<file path="config.mk">
export PLATFORM = sky130hd
export DESIGN_NAME = tick_gen_multi
export DESIGN_NICKNAME = d
export VERILOG_FILES = /design/src/rtl/tick_gen_multi_pkg.sv /design/src/rtl/tick_gen_multi_ch.sv /design/src/rtl/tick_gen_multi.sv
export SDC_FILE = /design/constraint.sdc
export NUM_CORES = 1
export LEC_CHECK = 0
export ABC_AREA = 1
export CAP_MARGIN = 40
export CORE_ASPECT_RATIO = 1.75
export CORE_MARGIN = 3
export CORE_UTILIZATION = 35
export DETAILED_ROUTE_END_ITERATION = 8
export DONT_BUFFER_PORTS = 1
export PLACE_DENSITY_LB_ADDON = 0.25
export SETUP_SLACK_MARGIN = 0.15
export SYNTH_ARGS = -nofsm -noshare
export SYNTH_HDL_FRONTEND = slang
export SYNTH_SLANG_ARGS = --single-unit
</file>
<file path="constraint.sdc">
create_clock -name clk -period 2.3 [get_ports clk]
set_input_delay 0.575 -clock clk [delete_from_list [all_inputs] [get_ports clk]]
set_output_delay 0.575 -clock clk [all_outputs]
set_load 0.005 [all_outputs]
</file>
<file path="src/rtl/tick_gen_multi_pkg.sv">
// Shared definitions for the multi-channel tick generator: channel states,
// mode encodings and the width of a per-channel period select.
package tick_gen_multi_pkg;

  localparam int SEL_W = 2;

  localparam logic MODE_CONT    = 1'b0;
  localparam logic MODE_ONESHOT = 1'b1;

  typedef enum logic {
    ST_IDLE = 1'b0,
    ST_RUN  = 1'b1
  } state_t;

endpackage

</file>
<file path="src/rtl/tick_gen_multi_ch.sv">
// One tick channel: IDLE/RUN FSM, down-counter with period table lookup,
// registered o_valid pulse and o_busy (= RUN).
module tick_gen_multi_ch
  import tick_gen_multi_pkg::*;
#(
  parameter int          CNT_W   = 32,
  parameter int unsigned PERIOD0 = 100_000_000,
  parameter int unsigned PERIOD1 = 50_000_000,
  parameter int unsigned PERIOD2 = 25_000_000,
  parameter int unsigned PERIOD3 = 10_000_000
) (
  input  logic             clk,
  input  logic             i_rst_n,
  input  logic             i_enable,
  input  logic [SEL_W-1:0] i_sel,
  input  logic             i_mode,
  input  logic             i_start,
  input  logic             i_stop,
  output logic             o_valid,
  output logic             o_busy
);

  localparam logic [CNT_W-1:0] RLD0 = CNT_W'(PERIOD0 - 1);
  localparam logic [CNT_W-1:0] RLD1 = CNT_W'(PERIOD1 - 1);
  localparam logic [CNT_W-1:0] RLD2 = CNT_W'(PERIOD2 - 1);
  localparam logic [CNT_W-1:0] RLD3 = CNT_W'(PERIOD3 - 1);

  state_t           r_state;
  state_t           w_state_nxt;
  logic [CNT_W-1:0] r_cnt;
  logic [CNT_W-1:0] w_cnt_nxt;
  logic [CNT_W-1:0] w_reload;
  logic             r_valid;
  logic             w_valid_nxt;

  // Reload value follows i_sel live; it is only consumed on start or at a
  // period boundary, which is what makes a period change glitch-free.
  always_comb begin
    w_reload = RLD0;
    case (i_sel)
      2'b00:   w_reload = RLD0;
      2'b01:   w_reload = RLD1;
      2'b10:   w_reload = RLD2;
      default: w_reload = RLD3;
    endcase
  end

  always_comb begin
    w_state_nxt = r_state;
    w_cnt_nxt   = r_cnt;
    w_valid_nxt = 1'b0;
    if (i_stop) begin
      w_state_nxt = ST_IDLE;
      w_cnt_nxt   = '0;
    end else if (i_start) begin
      w_state_nxt = ST_RUN;
      w_cnt_nxt   = w_reload;
    end else if (r_state == ST_RUN && i_enable) begin
      if (r_cnt != '0) begin
        w_cnt_nxt = r_cnt - CNT_W'(1);
      end else begin
        w_valid_nxt = 1'b1;
        if (i_mode == MODE_ONESHOT) begin
          w_state_nxt = ST_IDLE;
          w_cnt_nxt   = '0;
        end else begin
          w_cnt_nxt = w_reload;
        end
      end
    end
  end

  always_ff @(posedge clk) begin
    if (!i_rst_n) begin
      r_state <= ST_IDLE;
      r_cnt   <= '0;
      r_valid <= 1'b0;
    end else begin
      r_state <= w_state_nxt;
      r_cnt   <= w_cnt_nxt;
      r_valid <= w_valid_nxt;
    end
  end

  assign o_valid = r_valid;
  assign o_busy  = (r_state == ST_RUN);

endmodule

</file>
<file path="src/rtl/tick_gen_multi.sv">
// Multi-channel programmable tick generator: slices i_sel per channel, fans
// i_sync out as a start to every channel, and rejects bad period tables.
module tick_gen_multi
  import tick_gen_multi_pkg::*;
#(
  parameter int          NUM_CH  = 4,
  parameter int          CNT_W   = 32,
  parameter int unsigned PERIOD0 = 100_000_000,
  parameter int unsigned PERIOD1 = 50_000_000,
  parameter int unsigned PERIOD2 = 25_000_000,
  parameter int unsigned PERIOD3 = 10_000_000
) (
  input  logic                    clk,
  input  logic                    i_rst_n,
  input  logic [NUM_CH-1:0]       i_enable,
  input  logic [SEL_W*NUM_CH-1:0] i_sel,
  input  logic [NUM_CH-1:0]       i_mode,
  input  logic [NUM_CH-1:0]       i_start,
  input  logic [NUM_CH-1:0]       i_stop,
  input  logic                    i_sync,
  output logic [NUM_CH-1:0]       o_valid,
  output logic [NUM_CH-1:0]       o_busy
);

  // A counter of CNT_W bits reloads with P-1, so P may reach 2^CNT_W.
  localparam logic [63:0] P_LIMIT = 64'd1 << CNT_W;

  if (PERIOD0 == 0 || PERIOD1 == 0 || PERIOD2 == 0 || PERIOD3 == 0) begin : g_bad_zero
    $error("tick_gen_multi: every PERIODn must be >= 1");
  end

  if (64'(PERIOD0) > P_LIMIT || 64'(PERIOD1) > P_LIMIT ||
      64'(PERIOD2) > P_LIMIT || 64'(PERIOD3) > P_LIMIT) begin : g_bad_width
    $error("tick_gen_multi: a PERIODn does not fit in CNT_W bits");
  end

  for (genvar k = 0; k < NUM_CH; k++) begin : g_ch
    logic [SEL_W-1:0] w_sel;
    logic             w_start;

    assign w_sel   = i_sel[SEL_W*k +: SEL_W];
    assign w_start = i_start[k] | i_sync;

    tick_gen_multi_ch #(
      .CNT_W   (CNT_W),
      .PERIOD0 (PERIOD0),
      .PERIOD1 (PERIOD1),
      .PERIOD2 (PERIOD2),
      .PERIOD3 (PERIOD3)
    ) u_ch (
      .clk      (clk),
      .i_rst_n  (i_rst_n),
      .i_enable (i_enable[k]),
      .i_sel    (w_sel),
      .i_mode   (i_mode[k]),
      .i_start  (w_start),
      .i_stop   (i_stop[k]),
      .o_valid  (o_valid[k]),
      .o_busy   (o_busy[k])
    );
  end

endmodule

</file>
# --- Word level (Yosys, flattened, before mapping) ---
# Cells that the tools add are included.
# W data, S select, Z words.
totals:
  wordCells: 109
  reg_bits: 136
  output_inout_bits: 8
  in_bits: 27
op_classes:
  bitwise_logic: 9
  muxes: 40
  n_reduce_logical: 32
  n_addsub: 4
  eq_ne: 12
op_table:
  columns: ["cell", "count"]
  rows:
  - ["$mux W32", 16]
  - ["$pmux W27 S3", 4]
  - ["$reduce_bool A32 Y1", 4]
  - ["$sub A32 B1 Y32 const B", 4]
  - ["$mux W1", 20]
  - ["$reduce_bool A2 Y1", 8]
  - ["$reduce_or A4 Y1", 4]
  - ["$reduce_and A3 Y1", 4]
  - ["$eq A2 B1 Y1 const B", 4]
  - ["$eq A2 B2 Y1 const B", 4]
  - ["$logic_not A2 Y1", 4]
  - ["$ne A2 B1 Y1 const B", 4]
  - ["$reduce_or A2 Y1", 4]
  - ["$not A1 Y1", 5]
  - ["$logic_and A1 B1 Y1", 4]
  - ["$or A1 B1 Y1", 4]

# --- Longest topological paths before layout ---
logic_depth:
  depth_word: 6
  mapped_depth: 12
  depth_no_buf: 12

# --- By module ---
# From an unflattened synthesis, not the netlist that was laid out.
hier_totals:
  cells_unflattened: 1817
  area_unflattened_um2: 10628.9
by_module_without_submodules:
  columns: ["mod", "area_each_um2", "seq_area_each_um2", "instances", "cells_per_inst"]
  rows:
  - ["tick_gen_multi_ch", 2648.8, 680.7, 4, 452]
  - ["tick_gen_multi", 33.8, 0.0, 1, 9]

# --- Least setup slack after synthesis ---
# OpenSTA, ideal clock, no wires.
synth_path:
  kind: "reg-to-reg"
  from: "register g_ch[0].u_ch.r_cnt[0]"
  to: "register g_ch[0].u_ch.r_cnt[14]"
  setup_slack_ns: 0.666
  stages_incl_launch_ff: 13
  arrival_time_ns: 1.526
  required_ns: 2.191
  setup_time_ns: 0.109
  period_less_slack_ns: 1.634
  path_buffers: 1
  path_cell_list: "dfxtp_1 > inv_1 > ha_1 > nand3_1 > nor2_1 > nand2_1 > nor2_4 > nor2_2 > buf_6 > nand2_2 > nand4_1 > nand2_1 > inv_1"
synth_between:
  elab_chain_len: 4
  elab_cells_between_ends: 5
  cone_classes: "add/sub (1); mux (3); reduce/logical (1)"
synth_rtl:
  columns: ["item", "line_no", "text"]
  rows:
  - ["start: declaration", "tick_gen_multi_ch.sv:30", "logic [CNT_W-1:0] r_cnt;"]
  - ["start signal: assignment", "tick_gen_multi_ch.sv:80", "r_cnt <= w_cnt_nxt;"]
  - ["$sub A32 B1 Y32 / $reduce_bool A32 Y1 (equally long branches)", "tick_gen_multi_ch.sv:60, tick_gen_multi_ch.sv:59", null]
  - ["$mux W32 *", "tick_gen_multi_ch.sv:59", "if (r_cnt != '0) begin"]
  - ["$mux W32 *", "tick_gen_multi_ch.sv:58", "end else if (r_state == ST_RUN && i_enable) begin"]
  - ["$mux W32 *", "tick_gen_multi_ch.sv:55", "end else if (i_start) begin"]
# Mark *: on every way between the ends. The rest lies on a longest branch, timed or not. The select of a mux whose other input is x is not followed.
# A chain may end at the register's enable or synchronous reset.

# --- Worst setup path in the final report ---
layout_path:
  from: "register g_ch[2].u_ch.r_cnt[0]"
  to: "register g_ch[2].u_ch.r_cnt[16]"
layout_between:
  elab_chain_len: 4
  elab_cells_between_ends: 5
  cone_classes: "add/sub (1); mux (3); reduce/logical (1)"
layout_rtl:
  columns: ["item", "line_no"]
  rows:
  - ["start: declaration", "tick_gen_multi_ch.sv:30"]
  - ["start signal: assignment", "tick_gen_multi_ch.sv:80"]
  - ["$sub A32 B1 Y32 / $reduce_bool A32 Y1 (equally long branches)", "tick_gen_multi_ch.sv:60, tick_gen_multi_ch.sv:59"]
  - ["$mux W32 *", "tick_gen_multi_ch.sv:59"]
  - ["$mux W32 *", "tick_gen_multi_ch.sv:58"]
  - ["$mux W32 *", "tick_gen_multi_ch.sv:55"]
# Marks and branches as above.

==> results.py <==
metrics = {
    "finish": {
        "final_common_cell": "nand2_1",
        "fillers": 3172,
        "num_antenna_cells": 0,
        "nNetsFinal": 1719,
        "layout_common_cells": "nand2_1, nor2_1, inv_1, dfxtp_1, nand3_1",
        "syn2layout_area_growth_pct": 10.4,
        "drive_gt1_share_pct": 9.65,
        "fin_area_sq_um": 11100,
        "instances_no_fill": 2073,
    },
    "setup_path": {
        "start_kind": "flip-flop",
        "r2r-start": "g_ch[2].u_ch.r_cnt[0]",
        "crit_type": "flip-flop to flip-flop",
        "r2r-end": "g_ch[2].u_ch.r_cnt[16]",
        "regToRegSetupSlack_ns": 0.31,
        "crit_required_ns": 2.64,
        "reg2reg_depth": 12,
        "cp.arrival_ns": 2.34,
        "endpoint": "g_ch[2].u_ch.r_cnt[16]",
        "cp-end-kind": "flip-flop",
        "worst-path-max-fanout": 14,
        "worstSetupStartpoint": "g_ch[2].u_ch.r_cnt[0]",
    },
    "placement": {
        "portBuffers": 0,
        "dp_hpwl_microns": 25500,
        "numPlacedInstances": 2042,
        "pre_cts_slack_ns": 0.229,
        "place_area_sq_um": 10500,
        "gp_routability_congestion": 0.983,
    },
    "sta": {
        "final.setup.worst_slack_ns": 0.305,
        "final-max-slew-violation-count": 0,
        "clock.fmax_mhz": 501,
        "rsz0062_at_grt": "yes",
        "tns_ns": 0,
        "hold_viol": 0,
        "post-route-period-util_pct": 86.7,
        "worst_pin_slew_ns": 0.663,
        "clock_skew_ns": 0.00918,
        "setup_viol": 0,
        "slew_headroom_pct": 55.7,
        "min_period_ns": 1.99,
    },
    "clocking": {
        "cts_resized": 0,
        "cts_root_buffer": "clkbuf_16",
        "clockBufferDepth": 2,
        "path_clk_slew_ns": 0.06,
        "clock-sinks": 136,
        "clock_latency_ns": 0.45,
        "htree_levels": 4,
        "cts_hold_buf": 0,
        "tritoncts": "yes",
        "cts_setup_buffers": 0,
        "cts_made_buffers": 17,
    },
    "pwr": {
        "seq_power_share_pct": 36.0,
        "p_leak_nw": 5.40,
        "switching_share_pct": 33.5,
        "p_int_mw": 4.77,
        "clockPowerShare_pct": 40.3,
        "ir_worst_vdd_mv": 0.533,
        "p_switching_mw": 2.40,
        "powerDensity_nw_per_um2": 646,
        "combPwrFrac_pct": 23.7,
    },
    "global_route": {
        "grt_remaining_overflow": 0,
        "grt_pass1_vias": 10500,
        "gr-usage-all-layers_pct": 21.5,
        "antenna_found_initial": 0,
        "grt_first_pass_wirelength_microns": 52800,
        "grt_max_degree": 32,
    },
    "routing": {
        "dr.pass1.iters": 8,
        "ant_nets": 0,
        "post_drt_wl_per_cell_microns": 15.9,
        "dr.first_iter.drc_count": 734,
        "via_count": 10600,
        "drc_errors": 0,
        "routed_via_density": 5.13,
        "drt-total-wl_microns": 32900,
    },
    "logic_synthesis": {
        "syn_nets": 1714,
        "synth_top_area_share_pct": 27.1,
        "ys_top_cells_by_area": "dfxtp_1, nand2_1, nor2_1",
        "syn_inst": 1683,
        "synth-seq-cells": 136,
        "synth_top_cell_by_area": "dfxtp_1",
        "seq_area_frac_synth_pct": 27.1,
        "synth_area_sq_um": 10100,
        "synth_edf_count": 0,
        "async_reset_ff_share_pct": 0,
        "synth.avg_cell_area_sq_um": 5.98,
        "yosysWarnings": 0,
        "ys.flop_type": "dfxtp_1",
        "synth.distinct_cells": 44,
    },
    "die": {
        "fp.dieW_microns": 134,
        "initial_utilization_pct": 35.7,
        "dieArea_sq_um": 30900,
        "rows": 81,
        "pin_count": 35,
        "die_y_microns": 230,
        "coreArea_sq_um": 28200,
    },
    "run": {
        "maxCapViolations": 0,
    },
    "hold_path": {
        "hp-start": "i_mode[2]",
        "hp-class": "input pin to flip-flop",
    },
    "outcome": {
        "status": "completed",
    },
}
## Yosys cell counts (all sizes together), types with 15 or more instances
master  instances
a21oi         103
clkbuf         15
o21ai         130
dfxtp         136
nor2          297
xnor2          18
inv           240
nand2         472
xor2           33
nand4          19
nand3         136
buf            21
## metal layers
metal  share of wire (%)  wire [microns]  up-vias  track usage [%]
li1                    -               -     5335                -
met1                  37           12100     4858             21.5
met2                  52           17000      308             39.1
met3                 4.0            1320      136             3.79
met4                 7.4            2420        0             15.8
met5                   0               0        -                0
## worst max-delay path, cell delays in order, from the launching register on
cell and delay [ns]:
dfxtp_1 0.32, inv_1 0.10, ha_2 0.27, nand2_2 0.11, nor2_4 0.19, nand2_2 0.10, nor2_4 0.20, nor2_2 0.04
buf_4 0.19, o21ai_0 0.14, nand3_1 0.11, nand2_1 0.06, inv_1 0.03
## state kept, by name, indices dropped and copies added (netlist names)
| register | cells |
|---|---|
| g_ch.u_ch.o_busy | 4 |
| g_ch.u_ch.o_valid | 4 |
| g_ch.u_ch.r_cnt | 128 |
## kinds of logic after synthesis
family / after synthesis / synth area share, %
AND/OR/NAND/NOR: 950 / 42.7
AO/OA/AOI/OAI: 264 / 14.2
buffers and inverters: 278 / 11.1
adder cells (fa/ha/maj): 4 / 0.498
flip-flops: 136 / 27.1
XOR/XNOR: 51 / 4.44
## per-stage QoR
stage	total power, mW	hold WS, ns	utilization, %
4_1_cts	7.24	0.210	39.4
3_5_place_dp	4.31	0.457	37.3
6_report	7.17	0.235	39.4
2_1_floorplan	3.87	0.444	-
5_1_grt	7.56	0.235	39.4
3_3_place_gp	4.30	0.457	37.3
## power groups by stage
stage	clock network [mW]	registers, mW	logic [mW]
after floorplan	0	2.59	1.28
after global placement	0	2.63	1.67
after detailed placement	0	2.63	1.67
after CTS	2.97	2.58	1.68
after global routing	3.05	2.60	1.91
final	2.89	2.59	1.70
## cell type report
type | instances | area (sq um) | area share (%)
multi-input combinational | 1269 | 6230 | 56.1
sequential | 136 | 2720 | 24.5
inverter | 242 | 913 | 8.22
clock buffer | 24 | 482 | 4.34
tap | 373 | 467 | 4.20
timing repair buffer | 22 | 178 | 1.60
clock inverter | 7 | 118 | 1.06
## how the worst min path moves through the flow
stage | to | slack [ns] | cells after the start
floorplan | g_ch[3].u_ch.r_cnt[31] | 0.44 | 2
detailed placement | g_ch[3].u_ch.r_cnt[31] | 0.46 | 2
finish | g_ch[2].u_ch.o_busy | 0.24 | 1
global placement | g_ch[3].u_ch.r_cnt[31] | 0.46 | 2
global route | g_ch[2].u_ch.o_busy | 0.24 | 1
CTS | g_ch[2].u_ch.o_busy | 0.21 | 1
No activity file was read; power rests on OpenSTA's default activity.
